**src/rtl/ef_uart_pkg.sv**
```systemverilog
// Shared definitions for the EF_UART packet deframer: SOF marker, FSM encoding, checksum step.
package ef_uart_pkg;

    localparam logic [7:0] SOF = 8'h7E;

    typedef enum logic [2:0] {
        HUNT = 3'd0,
        LEN  = 3'd1,
        DATA = 3'd2,
        CHK  = 3'd3,
        OUT  = 3'd4
    } state_e;

    // Running mod-256 sum; a frame is good when LEN + payload + CHK folds to zero.
    function automatic logic [7:0] chk_add(input logic [7:0] sum, input logic [7:0] b);
        return sum + b;
    endfunction

endpackage

```
**src/rtl/ef_uart_pkt_buf.sv**
```systemverilog
// Payload buffer for the deframer: register array, synchronous write, combinational read.
module ef_uart_pkt_buf #(
    parameter int DEPTH  = 16,
    parameter int ADDR_W = 4
) (
    input  logic              clk,
    input  logic              we_i,
    input  logic [ADDR_W-1:0] waddr_i,
    input  logic [7:0]        wdata_i,
    input  logic [ADDR_W-1:0] raddr_i,
    output logic [7:0]        rdata_o
);

    logic [7:0] mem_q [DEPTH];

    always_ff @(posedge clk) begin
        if (we_i) begin
            mem_q[waddr_i] <= wdata_i;
        end
    end

    assign rdata_o = mem_q[raddr_i];

endmodule

```
**src/rtl/ef_uart_pkt_deframer.sv**
```systemverilog
// Pops bytes from the EF_UART RX FIFO, hunts for SOF/LEN/payload/CHK frames, checks the
// checksum and replays good payloads on a valid/ready stream; bad frames raise error pulses.
module ef_uart_pkt_deframer
    import ef_uart_pkg::*;
#(
    parameter  int MAX_LEN = 16,
    localparam int LEN_W   = $clog2(MAX_LEN + 1)
) (
    input  logic        clk,
    input  logic        rst_n,
    input  logic        en,
    input  logic [15:0] timeout,
    input  logic        fifo_empty,
    input  logic [7:0]  fifo_rdata,
    output logic        fifo_rd,
    output logic        m_valid,
    input  logic        m_ready,
    output logic [7:0]  m_data,
    output logic        m_last,
    output logic        pkt_ok,
    output logic        crc_err,
    output logic        len_err,
    output logic        to_err,
    output logic        busy
);

    localparam int IDX_W = (MAX_LEN > 1) ? $clog2(MAX_LEN) : 1;

    state_e            state_q, state_d;
    logic [LEN_W-1:0]  len_q, len_d;
    logic [LEN_W-1:0]  wptr_q, wptr_d;
    logic [LEN_W-1:0]  rptr_q, rptr_d;
    logic [7:0]        sum_q, sum_d;
    logic [15:0]       to_cnt_q, to_cnt_d;

    logic              pop;
    logic              in_frame;
    logic              tmo_hit;
    logic              buf_we;
    logic [7:0]        buf_rdata;

    ef_uart_pkt_buf #(
        .DEPTH  (MAX_LEN),
        .ADDR_W (IDX_W)
    ) u_buf (
        .clk     (clk),
        .we_i    (buf_we),
        .waddr_i (wptr_q[IDX_W-1:0]),
        .wdata_i (fifo_rdata),
        .raddr_i (rptr_q[IDX_W-1:0]),
        .rdata_o (buf_rdata)
    );

    always_ff @(posedge clk or negedge rst_n) begin
        if (!rst_n) begin
            state_q  <= HUNT;
            len_q    <= '0;
            wptr_q   <= '0;
            rptr_q   <= '0;
            sum_q    <= '0;
            to_cnt_q <= '0;
        end else begin
            state_q  <= state_d;
            len_q    <= len_d;
            wptr_q   <= wptr_d;
            rptr_q   <= rptr_d;
            sum_q    <= sum_d;
            to_cnt_q <= to_cnt_d;
        end
    end

    // The FIFO is never popped while a payload is being replayed, so it back-pressures the UART.
    assign pop      = rst_n & en & ~fifo_empty & (state_q != OUT);
    assign in_frame = (state_q == LEN) | (state_q == DATA) | (state_q == CHK);
    assign tmo_hit  = en & in_frame & fifo_empty & (timeout != 16'd0) &
                      (to_cnt_q == timeout - 16'd1);
    assign busy     = (state_q != HUNT);

    always_comb begin
        state_d  = state_q;
        len_d    = len_q;
        wptr_d   = wptr_q;
        rptr_d   = rptr_q;
        sum_d    = sum_q;
        to_cnt_d = to_cnt_q;
        buf_we   = 1'b0;
        fifo_rd  = 1'b0;
        m_valid  = 1'b0;
        m_data   = 8'h00;
        m_last   = 1'b0;
        pkt_ok   = 1'b0;
        crc_err  = 1'b0;
        len_err  = 1'b0;
        to_err   = 1'b0;

        if (!en) begin
            state_d  = HUNT;
            len_d    = '0;
            wptr_d   = '0;
            rptr_d   = '0;
            sum_d    = '0;
            to_cnt_d = '0;
        end else begin
            fifo_rd = pop;

            if (pop) begin
                to_cnt_d = '0;
            end else if (in_frame && fifo_empty && to_cnt_q != 16'hFFFF) begin
                to_cnt_d = to_cnt_q + 16'd1;
            end

            case (state_q)
                HUNT: begin
                    if (pop && fifo_rdata == SOF) begin
                        state_d = LEN;
                    end
                end
                LEN: begin
                    if (pop) begin
                        if (fifo_rdata == 8'h00 || fifo_rdata > 8'(MAX_LEN)) begin
                            len_err = 1'b1;
                            state_d = HUNT;
                        end else begin
                            len_d   = LEN_W'(fifo_rdata);
                            sum_d   = fifo_rdata;
                            wptr_d  = '0;
                            state_d = DATA;
                        end
                    end
                end
                DATA: begin
                    if (pop) begin
                        buf_we = 1'b1;
                        sum_d  = chk_add(sum_q, fifo_rdata);
                        wptr_d = wptr_q + LEN_W'(1);
                        if (wptr_q == len_q - LEN_W'(1)) begin
                            state_d = CHK;
                        end
                    end
                end
                CHK: begin
                    if (pop) begin
                        if (chk_add(sum_q, fifo_rdata) == 8'h00) begin
                            rptr_d  = '0;
                            state_d = OUT;
                        end else begin
                            crc_err = 1'b1;
                            state_d = HUNT;
                        end
                    end
                end
                OUT: begin
                    m_valid = 1'b1;
                    m_data  = buf_rdata;
                    m_last  = (rptr_q == len_q - LEN_W'(1));
                    if (m_ready) begin
                        if (m_last) begin
                            pkt_ok  = 1'b1;
                            rptr_d  = '0;
                            state_d = HUNT;
                        end else begin
                            rptr_d = rptr_q + LEN_W'(1);
                        end
                    end
                end
                default: begin
                    state_d = HUNT;
                end
            endcase

            // A stalled frame is abandoned; the counter restarts on the next pop.
            if (tmo_hit) begin
                to_err   = 1'b1;
                to_cnt_d = '0;
                state_d  = HUNT;
            end
        end
    end

endmodule
```
**config.mk**
```make
export PLATFORM = sky130hd
export DESIGN_NAME = ef_uart_pkt_deframer
export DESIGN_NICKNAME = d
export VERILOG_FILES = /design/src/rtl/ef_uart_pkg.sv /design/src/rtl/ef_uart_pkt_buf.sv /design/src/rtl/ef_uart_pkt_deframer.sv
export SDC_FILE = /design/constraint.sdc
export NUM_CORES = 1
export LEC_CHECK = 0
export CAP_MARGIN = 10
export CORE_MARGIN = 2
export CORE_UTILIZATION = 65
export DETAILED_ROUTE_END_ITERATION = 12
export GPL_ROUTABILITY_DRIVEN = 1
export PLACE_DENSITY = 0.95
export RECOVER_POWER = 50
export SETUP_SLACK_MARGIN = 0.5
export SYNTH_ARGS = -nofsm -noshare
export SYNTH_HDL_FRONTEND = slang
export SYNTH_SLANG_ARGS = --single-unit
export TNS_END_PERCENT = 10
```
**constraint.sdc**
```tcl
create_clock -name clk -period 9 [get_ports clk]
set_input_delay 1.35 -clock clk [delete_from_list [all_inputs] [get_ports clk]]
set_output_delay 1.35 -clock clk [all_outputs]
set_load 0.05 [all_outputs]
```
==> results.sh, run 1 <==
export IMPL_end_kind="output pin"
export IMPL_root_buffer="clkbuf_16"
export IMPL_firstDrtPassIters=5
export IMPL_arrival_ps=5430
export IMPL_outcome="finished with violations"
export IMPL_final_cells=838
export IMPL_synth_area_sq_um=8340
export IMPL_grt_pass1_wl_microns=31400
export IMPL_postPlaceCellArea_sq_um=8930
export IMPL_routed_top_layer="met4"
export IMPL_r2r_start="state_q[2]$_DFFE_PN0P_"
export IMPL_nets=699
export IMPL_ys_types=68
export IMPL_routed_wl_microns=20600
export IMPL_skew_ps=11.4
export IMPL_fmax_mhz=147
export IMPL_regToRegSetupSlack_ps=5070
export IMPL_area_delta_synth_final_pct=14.6
export IMPL_power_frac_comb_pct=5.5
export IMPL_dieWidth_microns=117
export IMPL_grt_max_degree=44
export IMPL_route_met3_wl_microns=1900
export IMPL_postSynthNetCount=656
export IMPL_p_sw_uw=379
export IMPL_maxSlewHeadroom_pct=-60.4
export IMPL_postSynthCellCount=610
export IMPL_synth_most_common_cell="edfxtp_1"
export IMPL_setup_viol=0
export IMPL_vias=5664
export IMPL_power_sequential_fraction_pct=48.9
export IMPL_h_tree_depth=4
export IMPL_critPathLaunchType="primary input"
export IMPL_rows=41
export IMPL_post_cts_buffers=0
export IMPL_initial_utilization_pct=66.4
export IMPL_routedWlPerCell_microns=24.6
export IMPL_r2r_end="to_cnt_q[0]$_DFFE_PN0P_"
export IMPL_io_buffers=44
export IMPL_dieArea_sq_um=13800
export IMPL_avgSynthCellArea_sq_um=13.7
export IMPL_slew_violations=61
export IMPL_grt_overflow_total=0
export IMPL_place_inst=806
export IMPL_tns_ps=0
export IMPL_worstMarginPinSlew_ps=2410
export IMPL_fin_crit_ps=6780
export IMPL_setup_ws_ps=2220
export IMPL_powerDensity_nw_per_um2=182
export IMPL_dp_hpwl_microns=13400
export IMPL_holdCritStartpoint="sum_q[2]$_DFFE_PN0P_"
export IMPL_crit_start="rst_n"
export IMPL_coreArea_sq_um=12600
export IMPL_synth_enable_flop_cells=128
export IMPL_synth_largest_area_cell="edfxtp_1"
export IMPL_clkLatencyLatePin_ps=440
export IMPL_clkSinkCount=170
export IMPL_synth_top_area_share_pct=46.1
export IMPL_clkTransAtPathRegs_ps=60
export IMPL_cap_violations=2
export IMPL_violations="capacitance limit, slew limit"
export IMPL_wl_met2_microns=10700
export IMPL_antenna_cells=0
export IMPL_drt_iter0_markers=840
export IMPL_synthTopCellsByArea="edfxtp_1, dfrtp_1, mux4_2"
export IMPL_reg2reg_depth=7
export IMPL_cts_path_max_buffers=2
export IMPL_cts_resized=0
export IMPL_grt_setup_unrepaired="false"
export IMPL_die_y_microns=117
export IMPL_worstPathMaxFanout=43
export IMPL_p_leak_nw=3.32
export IMPL_swShare_pct=21.7
export IMPL_antenna_found_initial=0
export IMPL_min_path_cells=2
export IMPL_synth_ff_type="edfxtp_1"
export IMPL_ys_seq_area_share_pct=58.7
export IMPL_p_int_mw=1.36
export IMPL_hold_path_class="reg -> reg"
export IMPL_yosysWarnings=0
export IMPL_ir_drop_mv=0.187
export IMPL_clockPowerShare_pct=45.5
export IMPL_synth_commonest_cells="edfxtp_1, nor2_1, dfrtp_1, mux4_2, nand2_1"
export IMPL_holdBufCountCts=0
export IMPL_final_hold_viol_count=0
export IMPL_timing_final_crit_share_pct=75.4
export IMPL_drc=0
export IMPL_cts_tree="done"
export IMPL_worstPathRequired_ps=7650
export IMPL_io_pin_count=45
export IMPL_grt_pass1_vias=5597
export IMPL_met1_length_microns=7270
export IMPL_min_to="sum_q[2]$_DFFE_PN0P_"
export IMPL_async_flop_share_pct=24.7
export IMPL_drive_gt1_share_pct=13.4
export IMPL_worstSetupPathType="in -> out"
export IMPL_drtAntennaViolNets=0
export IMPL_final_cell_area_sq_um=9560
export IMPL_cts_buffers=17
export IMPL_dp_slack_ps=2290
export IMPL_holdWs_ps=520
export IMPL_avgViaCountPerCell=6.76
export IMPL_synth_seq_cells=170
export IMPL_grtUsageTotal_pct=31.7
export IMPL_gp_congestion=0.904
-- metrics by stage --
step	util [%]	total power, mW
CTS	76.2	1.75
detailed placement	71.1	0.964
global placement	71.1	0.957
global route	76.1	1.78
finish	76.1	1.74
floorplan	-	0.921
-- sequential cells by signal, indices dropped and copies added, names as in the netlist --
signal / count
to_cnt_q: 16
sum_q: 8
u_buf.mem_q: 128
rptr_q: 5
len_q: 5
state_q: 3
wptr_q: 5
-- cell usage in the layout (no fill, tap or decap), types with 5 or more instances in the layout --
| master | count |
|---|---|
| a21oi_1 | 18 |
| and2_1 | 11 |
| and3_1 | 6 |
| buf_4 | 6 |
| clkbuf_16 | 17 |
| clkdlybuf4s50_1 | 34 |
| dfrtp_1 | 41 |
| dlygate4sd3_1 | 9 |
| edfxtp_1 | 128 |
| ha_1 | 16 |
| inv_1 | 23 |
| mux2i_1 | 9 |
| mux4_2 | 40 |
| nand2_1 | 34 |
| nand2b_1 | 5 |
| nand3_1 | 16 |
| nand4_1 | 9 |
| nor2_1 | 52 |
| nor2b_1 | 13 |
| nor3_1 | 16 |
| nor3b_1 | 6 |
| nor4_1 | 10 |
| o21ai_0 | 17 |
| xnor2_1 | 29 |
| xor2_1 | 21 |
-- critical path, stage by stage --
cell and delay, ps:
clkbuf_1 1680, nand2b_1 320, a211oi_1 900, nor3b_1 320, clkdlybuf4s50_1 850
-- worst max-delay path by stage --
stage / endpoint / cells past startpoint
final: crc_err / 5
after global routing: len_err / 5
after CTS: crc_err / 10
after detailed placement: crc_err / 10
after global placement: crc_err / 10
after floorplan: to_err / 6
-- final cells by class --
cell class / instances / area, sq um
clock buffers: 18 / 439
clock inverters: 14 / 208
fillers: 695 / 3010
inverters: 23 / 86.3
multi-input cells: 391 / 3240
flip-flops and latches: 170 / 4900
well taps: 172 / 215
repair buffers: 50 / 479
-- metal layers --
| layer | GRT usage [%] | vias to the layer above |
|---|---|---|
| met5 | 0 | - |
| met4 | 14.4 | 0 |
| met3 | 7.57 | 73 |
| met2 | 52.9 | 379 |
| met1 | 39.8 | 2800 |
| li1 | - | 2412 |
-- power by group through the flow --
stage	clock (mW)	sequential (mW)	combinational [mW]
after floorplan	0	0.867	0.0538
after global placement	0	0.868	0.0888
after detailed placement	0	0.869	0.0953
after CTS	0.799	0.852	0.0964
after global routing	0.827	0.852	0.105
final	0.794	0.852	0.0967
-- cells by family (layout without fill, tap and decap cells) --
| family | Yosys count | in the layout | synth area share [%] |
|---|---|---|---|
| AO/OA/AOI/OAI | 72 | 72 | 6.08 |
| XOR/XNOR | 50 | 50 | 5.25 |
| adder cells (fa/ha/maj) | 17 | 17 | 2.64 |
| buffers and inverters | 49 | 105 | 2.31 |
| flip-flops | 170 | 170 | 58.7 |
| multiplexers | 50 | 50 | 12.0 |
| AND/OR/NAND/NOR | 202 | 202 | 13.0 |
(Power assumes the default switching activity.)
==> run 2: changes to the inputs <==
--- a/config.mk
+++ b/config.mk
@@ -7,10 +7,10 @@
 export LEC_CHECK = 0
 export CAP_MARGIN = 10
 export CORE_MARGIN = 2
-export CORE_UTILIZATION = 65
+export CORE_UTILIZATION = 54
 export DETAILED_ROUTE_END_ITERATION = 12
 export GPL_ROUTABILITY_DRIVEN = 1
-export PLACE_DENSITY = 0.95
+export PLACE_DENSITY = 0.87
 export RECOVER_POWER = 50
 export SETUP_SLACK_MARGIN = 0.5
 export SYNTH_ARGS = -nofsm -noshare
==> constraint.sdc (replaced) <==
create_clock -name clk -period 5.8 [get_ports clk]
set_input_delay 0.87 -clock clk [delete_from_list [all_inputs] [get_ports clk]]
set_output_delay 0.87 -clock clk [all_outputs]
set_load 0.05 [all_outputs]
==> run 2 against run 1 <==
Compared with the run above: the run still ends with capacitance limit, slew limit left; via count shrank 1.7%; count of clock-buffer cells in the layout is the same; worst setup slack got worse by 1600 ps; sequential power increased by 55%; flip-flop and latch count unchanged; power increased by 43%; first-iteration DRC count is 9.2% lower; critical endpoint is now len_err; largest power group unchanged.
==> results.sh, run 2 (synthesis results as in run 1) <==
export IMPL_clockPowerShare_pct=41.0
export IMPL_worstPathRequired_ps=4930
export IMPL_dp_hpwl_microns=12800
export IMPL_final_cell_area_sq_um=9490
export IMPL_cts_path_max_buffers=2
export IMPL_area_delta_synth_final_pct=13.8
export IMPL_ir_drop_mv=0.211
export IMPL_clkSinkCount=170
export IMPL_slew_violations=43
export IMPL_cp_slowest_stage_delay_ps=870
export IMPL_cts_resized=0
export IMPL_outcome="finished with violations"
export IMPL_grt_pass1_wl_microns=31200
export IMPL_p_sw_uw=578
export IMPL_vias=5568
export IMPL_drive_gt1_share_pct=12.6
export IMPL_tns_ps=0
export IMPL_cp_slowest_cell="clkdlybuf4s50_1"
export IMPL_grt_overflow_total=0
export IMPL_swShare_pct=23.1
export IMPL_layout_commonest_cell="edfxtp_1"
export IMPL_fmax_mhz=192
export IMPL_power_sequential_fraction_pct=52.9
export IMPL_initial_utilization_pct=55.1
export IMPL_io_buffers=44
export IMPL_final_util_pct=62.7
export IMPL_rows=45
export IMPL_holdBufCountCts=0
export IMPL_gp_congestion=1.05
export IMPL_largest_reg_flops=128
export IMPL_critPathCapture="len_err"
export IMPL_worstSetupPathType="in -> out"
export IMPL_h_tree_depth=4
export IMPL_final_hold_viol_count=0
export IMPL_end_kind="output pin"
export IMPL_grt_setup_unrepaired="false"
export IMPL_coreArea_sq_um=15100
export IMPL_avgViaCountPerCell=6.47
export IMPL_fin_crit_ps=5200
export IMPL_grt_max_degree=43
export IMPL_cap_violations=1
export IMPL_post_cts_buffers=0
export IMPL_drc=0
export IMPL_hold_path_class="reg -> reg"
export IMPL_worstPathMaxFanout=16
export IMPL_io_pin_count=45
export IMPL_p_leak_nw=3.26
export IMPL_cp_cell_sequence="dlygate4sd3_1, clkbuf_1, inv_1, a211oi_1, nor4bb_1, clkdlybuf4s50_1"
export IMPL_dieArea_sq_um=16500
export IMPL_power_frac_comb_pct=6.1
export IMPL_violations="capacitance limit, slew limit"
export IMPL_clkTransAtPathRegs_ps=60
export IMPL_drt_iter0_markers=763
export IMPL_routedWlPerCell_microns=22.6
export IMPL_antenna_cells=0
export IMPL_holdWs_ps=503
export IMPL_clkLatencyLatePin_ps=430
export IMPL_routed_wl_microns=19500
export IMPL_grtUsageTotal_pct=25.2
export IMPL_critPathLaunchType="primary input"
export IMPL_final_cell_mix="edfxtp_1, nor2_1, dfrtp_1"
export IMPL_die_y_microns=128
export IMPL_crit_start="en"
export IMPL_antenna_found_initial=0
export IMPL_p_int_mw=1.92
export IMPL_r2r_start="state_q[1]$_DFFE_PN0P_"
export IMPL_grt_pass1_vias=5672
export IMPL_maxSlewHeadroom_pct=-53.0
export IMPL_path_delay_family="buffers and inverters"
export IMPL_firstDrtPassIters=6
export IMPL_holdCritStartpoint="sum_q[4]$_DFFE_PN0P_"
export IMPL_drtAntennaViolNets=0
export IMPL_cts_buffers=17
export IMPL_powerDensity_nw_per_um2=263
export IMPL_nets=707
export IMPL_worstMarginPinSlew_ps=2300
export IMPL_postPlaceCellArea_sq_um=9010
export IMPL_regMostFlops="u_buf.mem_q"
export IMPL_reg_top3="u_buf.mem_q (128), to_cnt_q (16), sum_q (8)"
export IMPL_critPathBufInv=4
export IMPL_cp_depth=6
export IMPL_cts_tree="done"
export IMPL_setup_viol=0
export IMPL_skew_ps=8.53
export IMPL_regToRegSetupSlack_ps=2330
export IMPL_timing_final_crit_share_pct=89.6
export IMPL_dieWidth_microns=128
export IMPL_root_buffer="clkbuf_16"
export IMPL_arrival_ps=4330
export IMPL_reg2reg_depth=5
export IMPL_r2r_end="u_buf.mem_q[7][1]$_DFFE_PP_"
[run 2: cell types whose count changed in the layout (fill, tap and decap cells not counted), moves of 2 or more]
cell	change
clkinv_1	+3
clkinvlp_4	+2
clkbuf_1	+10
clkdlybuf4s50_1	-2
bufinv_16	-4
inv_6	-3
[run 2: how the worst min path moves through the flow]
stage | to | cells past startpoint
4_1_cts | sum_q[4]$_DFFE_PN0P_ | 2
6_report | sum_q[4]$_DFFE_PN0P_ | 2
3_5_place_dp | sum_q[4]$_DFFE_PN0P_ | 2
2_1_floorplan | sum_q[2]$_DFFE_PN0P_ | 2
3_3_place_gp | sum_q[0]$_DFFE_PN0P_ | 2
5_1_grt | sum_q[4]$_DFFE_PN0P_ | 2
[run 2: power groups by stage]
stage / registers (mW) / logic (mW) / clock network [mW]
after CTS: 1.32 / 0.156 / 1.03
final: 1.32 / 0.154 / 1.02
after global placement: 1.35 / 0.146 / 0
after floorplan: 1.35 / 0.0834 / 0
after global routing: 1.32 / 0.169 / 1.08
after detailed placement: 1.35 / 0.153 / 0
[run 2: layout make-up]
class	count	area [sq um]
Fill cell	1035	5650
Clock buffer	18	429
Multi-Input combinational cell	391	3250
Clock inverter	13	96.3
Timing Repair Buffer	58	503
Inverter	23	86.3
Sequential cell	170	4900
Tap cell	188	235
[run 2: layer usage]
metal  part of all wire (%)  global-route usage [%]
met5                      0                       0
met4                    2.6                    9.05
met3                    6.8                    5.13
met2                     49                    40.6
met1                     41                    34.5
[run 2: per-stage QoR]
stage          power [mW]  std cells  setup WS [ps]
2_1_floorplan        1.43        610           1120
3_3_place_gp         1.49        830            986
3_5_place_dp         1.50        830            880
4_1_cts              2.51        861            880
5_1_grt              2.57        861            403
6_report             2.50        861            605
[run 2: worst register-to-register path, delay by kind of cell, from the launching register on]
kind	cells	cell delay [ps]
DFF	1	490
AOI/OAI and AO/OA	1	840
and+or+nand+nor	4	1770
==> run 3: changes to the inputs <==
--- a/config.mk
+++ b/config.mk
@@ -8,6 +8,7 @@
 export CAP_MARGIN = 10
 export CORE_MARGIN = 2
 export CORE_UTILIZATION = 54
+export CTS_CLUSTER_DIAMETER = 80
 export DETAILED_ROUTE_END_ITERATION = 12
 export GPL_ROUTABILITY_DRIVEN = 1
 export PLACE_DENSITY = 0.87
==> results of run 3 <==
Same layout as run 2: the final DEF is identical, and so are final timing and power.
